## config.mk

```make
export PLATFORM = sky130hd
export DESIGN_NAME = sample_decimate
export DESIGN_NICKNAME = d
export VERILOG_FILES = /design/src/rtl/sample_decimate.sv
export SDC_FILE = /design/constraint.sdc
export NUM_CORES = 1
export LEC_CHECK = 0
export CORE_MARGIN = 4
export CORE_UTILIZATION = 23
export DETAILED_ROUTE_END_ITERATION = 8
export GPL_TIMING_DRIVEN = 0
export PLACE_DENSITY_LB_ADDON = 0.3
export SYNTH_ARGS = -nofsm -noshare
export SYNTH_HDL_FRONTEND = slang
export SYNTH_SLANG_ARGS = --single-unit
```

## constraint.sdc

```tcl
create_clock -name clk -period 2.4 [get_ports clk]
set_input_delay 0.48 -clock clk [delete_from_list [all_inputs] [get_ports clk]]
set_output_delay 0.48 -clock clk [all_outputs]
set_load 0.01 [all_outputs]
```

## src/rtl/sample_decimate.sv

```systemverilog
// Streaming integer-rate downsampler: forwards the sample at phase G_KEEP_PHASE
// of every G_DOWNSAMPLE_RATE accepted inputs into a one-entry registered output.
module sample_decimate #(
  parameter int G_DWIDTH          = 24,
  parameter int G_DOWNSAMPLE_RATE = 4,
  parameter int G_KEEP_PHASE      = 0
) (
  input  logic                clk,
  input  logic                reset,
  input  logic                enable,
  input  logic [G_DWIDTH-1:0] din,
  input  logic                din_valid,
  output logic                din_ready,
  output logic [G_DWIDTH-1:0] dout,
  output logic                dout_valid,
  input  logic                dout_ready
);

  localparam logic [15:0] LAST_PHASE = 16'(G_DOWNSAMPLE_RATE - 1);
  localparam logic [15:0] KEEP_PHASE = 16'(G_KEEP_PHASE);

  typedef enum logic [0:0] {
    SM_INIT = 1'b0,
    SM_RUN  = 1'b1
  } state_t;

  state_t      state;
  state_t      state_next;
  logic [15:0] phase;
  logic [15:0] phase_next;
  logic        keep_slot;
  logic        accept;

  assign keep_slot = (phase == KEEP_PHASE);
  assign accept    = din_valid && din_ready;

  // Next state and input acceptance; only the kept slot waits on the output register.
  always_comb begin
    state_next = state;
    din_ready  = 1'b0;
    case (state)
      SM_INIT: begin
        din_ready  = 1'b0;
        state_next = SM_RUN;
      end
      SM_RUN: begin
        if (keep_slot) begin
          din_ready = !dout_valid || dout_ready;
        end else begin
          din_ready = 1'b1;
        end
        state_next = SM_RUN;
      end
      default: begin
        din_ready  = 1'b0;
        state_next = SM_INIT;
      end
    endcase
  end

  // Phase advance on every accepted input, wrapping at R-1.
  always_comb begin
    phase_next = phase;
    if (!accept) begin
      phase_next = phase;
    end else if (phase >= LAST_PHASE) begin
      phase_next = 16'd0;
    end else begin
      phase_next = phase + 16'd1;
    end
  end

  // State, phase and output register; a push wins over a simultaneous pop.
  always_ff @(posedge clk or posedge reset) begin
    if (reset) begin
      state      <= SM_INIT;
      phase      <= 16'd0;
      dout       <= {G_DWIDTH{1'b0}};
      dout_valid <= 1'b0;
    end else if (!enable) begin
      state      <= SM_INIT;
      phase      <= 16'd0;
      dout       <= {G_DWIDTH{1'b0}};
      dout_valid <= 1'b0;
    end else begin
      state <= state_next;
      phase <= phase_next;
      if (accept && keep_slot) begin
        dout       <= din;
        dout_valid <= 1'b1;
      end else if (dout_valid && dout_ready) begin
        dout_valid <= 1'b0;
      end
    end
  end

endmodule

```

; After elaboration in Yosys (flattened, before gate mapping)
; Cells that the tools add are included.
[totals]
reg_bits = 42
in_bits = 29
word_cells = 27
[op_classes]
n_reduce_logical = 6
mux = 11
n_eq_ne = 3
n_bitwise = 1
addsub = 1
magnitude_cmp = 1
[op_table]
columns = op, n
row1 = 16-bit 2-to-1 mux, 3
row2 = 24-bit 2-to-1 mux, 2
row3 = "16-bit by 1-bit adder with 16-bit output, second input constant", 1
row4 = "16-bit by 2-bit greater-or-equal comparator with 1-bit output, second input constant", 1
row5 = 16-bit logical NOT, 1
row6 = 1-bit 2-to-1 mux, 5
row7 = "2-bit by 1-bit inequality test with 1-bit output, second input constant", 2
row8 = 1-bit logical AND, 3
row9 = "3-bit by 1-bit inequality test with 1-bit output, second input constant", 1
row10 = 1-bit case mux with 2 select lines, 1
row11 = 1-bit logical NOT, 1
row12 = 1-bit logical OR, 1
row13 = 1-bit NOT, 1

; Longest topological paths before layout
[depth]
depth_word = 8
mapped_depth = 8
mapped_depth_nobuf = 6

; Worst setup path before layout
; OpenSTA, ideal clock, no wires.
[synth_timing]
path_kind = register to output
startpoint = reg phase[0]
endpoint = out din_ready
setup_slack_ns = 0.622
stages_incl_launch_ff = 6
t_required_ns = 1.920
arrival_time_ns = 1.298
path_buffers = 0
cell_sequence = dfrtp_1 inv_1 ha_1 nor3b_1 and4_1 a21boi_0
[synth_between]
elab_chain_len = 3
[synth_lines]
columns = element, line_no
row1 = "start, declared", 29  ; logic [15:0] phase;
row2 = "start signal, assigned", 87  ; phase <= phase_next;
row3 = 16-bit logical NOT, 34  ; assign keep_slot = (phase == KEEP_PHASE);
row4 = 1-bit 2-to-1 mux, 47  ; if (keep_slot) begin
row5 = 1-bit case mux with 2 select lines, 41  ; case (state)
row6 = "end, declared", 13  ; output logic din_ready,
; No other way between the ends.

; Worst setup path after layout
; Same ends and word-level chain as after synthesis.

==> results_dict.tcl <==
set metrics [dict create \
    status "finished clean" \
    vias 1396 \
    cp-end-kind "primary output" \
    clk_latency_ns 0.29 \
    path_clk_slew_ns 0.08 \
    root_buffer "clkbuf_8" \
    die_w_um 94.9 \
    finalCritPeriodShare 0.927 \
    worstPathCellList "inv_1, ha_1, nor3b_2, and4_2, a21boi_0, clkdlybuf4s15_1" \
    maxCapViolations 0 \
    startpoint "phase[0]" \
    cts_tree "yes" \
    wl_um 4180 \
    synth.area.top_cells "dfrtp_1, a22o_1, nor2_1" \
    maxSlewViolCount 0 \
    tightestPinTransition_ns 0.776 \
    synth_edf_count 0 \
    max_stage_delay_ns 0.37 \
    r2r_slack_ns 0.50 \
    grt_usage 0.0947 \
    power.leakage_uw 0.00115 \
    drive_gt1_frac 0.124 \
    rsz0062_at_grt "false" \
    die_y_um 94.9 \
    first_global_vias 1449 \
    gp_congestion 0.780 \
    crit_end "din_ready" \
    min_path_type "input port to asynchronous set/reset pin" \
    drt_first_pass_iters 5 \
    path_class "flip-flop to primary output" \
    syn_inst 143 \
    multiInputGateArea_um2 646 \
    drc 0 \
    h-tree-depth 2 \
    rr_worst_depth 7 \
    vias_per_cell 4.53 \
    required_ns 1.92 \
    async_reset_ff_frac 1.00 \
    post-place-cells 297 \
    start_util 0.238 \
    hold_buffers 0 \
    yosys.area.top_type "dfrtp_1" \
    power_density_nw_per_um2 571 \
    io_buffers 54 \
    synth_cell_type_count 31 \
    maxSlewHeadroom 0.482 \
    syn_area_um2 1740 \
    rows 31 \
    layout_min_cycle_time_ns 2.22 \
    grt_start_max_net_pins 27 \
    num_antenna_cells 0 \
    grt_pass1_wl_um 6650 \
    fmax_mhz 450 \
    yosys-top-cells-count "dfrtp_1, a22o_1, nor2_1" \
    synth_ff_type "dfrtp_1" \
    overflow 0 \
    fin_util 0.352 \
    power_frac_seq 0.514 \
    startpoint_type "flip-flop" \
    fin_cells 308 \
    crit_path_top_delay_cell "dfrtp_1" \
    io-pin-count 55 \
    drtIter0Drc 40 \
    power_switching_uw 364 \
    placed_area_um2 2420 \
    ys_seq_elements 42 \
    synthToLayoutAreaGrowth_pct 48.1 \
    ys_warn_count 0 \
    cts.sinks 42 \
    cp_max_fo 4 \
    final-hold-violation-count 0 \
    grt_antenna_before_repair 0 \
    final_area_um2 2570 \
    yosysMostFrequentCell "dfrtp_1" \
    drtAntennaViolNets 0 \
    clock_path_buffers 2 \
    syn_avg_cell_area_um2 12.1 \
    comb_power_share 0.163 \
    p_int_uw 1100 \
    ir_drop_v 0.000188 \
    wire_per_inst_um 13.6 \
    final_nets 239 \
    seq_area_frac_synth 0.606 \
    ff_latch_area_um2 1050 \
    fin_skew_ns 0.00942 \
    core_um2 7290 \
    dieArea_um2 9000 \
    synth_top_area_frac 0.606 \
    finalSetupViolCount 0 \
    dp_hpwl_um 2940 \
    synth_nets 174 \
    cts_buffers 5 \
    worstPathArrival_ns 1.74 \
    r2r-end "phase[13]" \
    clkPwrFrac 0.323 \
    p_sw_frac 0.248 \
    fillCellCount 747 \
    r2r_start "phase[0]" \
]
## layout make-up
type                            instances  share of cell area
Buffer                                  7              0.0190
Clock buffer                            6              0.0321
Clock inverter                          2             0.00487
Inverter                                6             0.00876
Multi-Input combinational cell         88               0.251
Sequential cell                        42               0.409
Tap cell                               99              0.0482
Timing Repair Buffer                   58               0.227
## worst max-delay path, delay by kind of cell (launching register included)
family | cells | cell delay [ns]
DFF | 1 | 0.37
adders and majority gates | 1 | 0.18
and+or+nand+nor | 2 | 0.43
buffers and inverters | 2 | 0.31
AOI/OAI and AO/OA | 1 | 0.17
## state kept, by name (all words and copies together) (netlist names)
| register | count |
|---|---|
| dout | 24 |
| phase | 16 |
| dout_valid | 1 |
| state | 1 |
## per-layer routing
| metal | wire length (µm) | GRT usage | vias to the layer above |
|---|---|---|---|
| met4 | 51 | 0.0325 | 0 |
| met3 | 266 | 0.0295 | 7 |
| met2 | 1950 | 0.150 | 43 |
| met5 | 0 | 0 | - |
| li1 | - | - | 661 |
| met1 | 1910 | 0.122 | 685 |
## layout by cell type, fill, tap and decap left out, types with 2 or more instances in the layout
master / count
clkdlybuf4s50_1: 53
dfrtp_1: 42
a22o_1: 25
nor2_1: 18
a21oi_1: 7
clkbuf_8: 6
inv_1: 5
buf_4: 4
nand3_1: 4
a31oi_1: 4
nor4_4: 3
buf_2: 3
a41oi_1: 3
nand2_1: 2
and3_1: 2
buf_6: 2
nand4_1: 2
ha_1: 2
## power groups by stage
stage / sequential [µW] / clock (µW) / combinational [µW]
floorplan: 780 / 0 / 91.1
global placement: 770 / 0 / 228
detailed placement: 771 / 0 / 232
CTS: 755 / 493 / 243
global route: 759 / 521 / 262
finish: 755 / 474 / 239
## cell families after synthesis
group / synth area share
AOI/OAI and AO/OA: 0.211
DFF: 0.606
and+or+nand+nor: 0.128
buffers and inverters: 0.0411
adders and majority gates: 0.0144
## repair_timing
action / CTS / global route
buffers inserted: 2 / 1
pin swaps: 0 / 1
gates resized for setup: 3 / 4
endpoints found under the setup margin: 1 / 1
endpoints found under the hold margin: 0 / 0
## metrics by stage
| step | hold WS, ns | worst slack (ns) | total power [µW] | TNS (ns) |
|---|---|---|---|---|
| after global routing | 0.524 | 0.00297 | 1540 | 0 |
| after CTS | 0.489 | 0.108 | 1490 | 0 |
| after global placement | 0.490 | -0.000440 | 998 | -0.00197 |
| after detailed placement | 0.492 | 0.0691 | 1000 | 0 |
| after floorplan | 0.483 | 0.622 | 872 | 0 |
| final | 0.482 | 0.176 | 1470 | 0 |
## worst min-delay path by stage
stage | startpoint | end | slack (ns) | depth (start not counted)
global route | reset | dout[11] | 0.52 | 2
finish | reset | dout[1] | 0.48 | 2
floorplan | phase[15] | phase[15] | 0.48 | 2
CTS | reset | dout[1] | 0.49 | 2
detailed placement | dout[17] | dout[17] | 0.49 | 1
global placement | dout[12] | dout[12] | 0.49 | 1
Power figures use the tool's default switching activity.
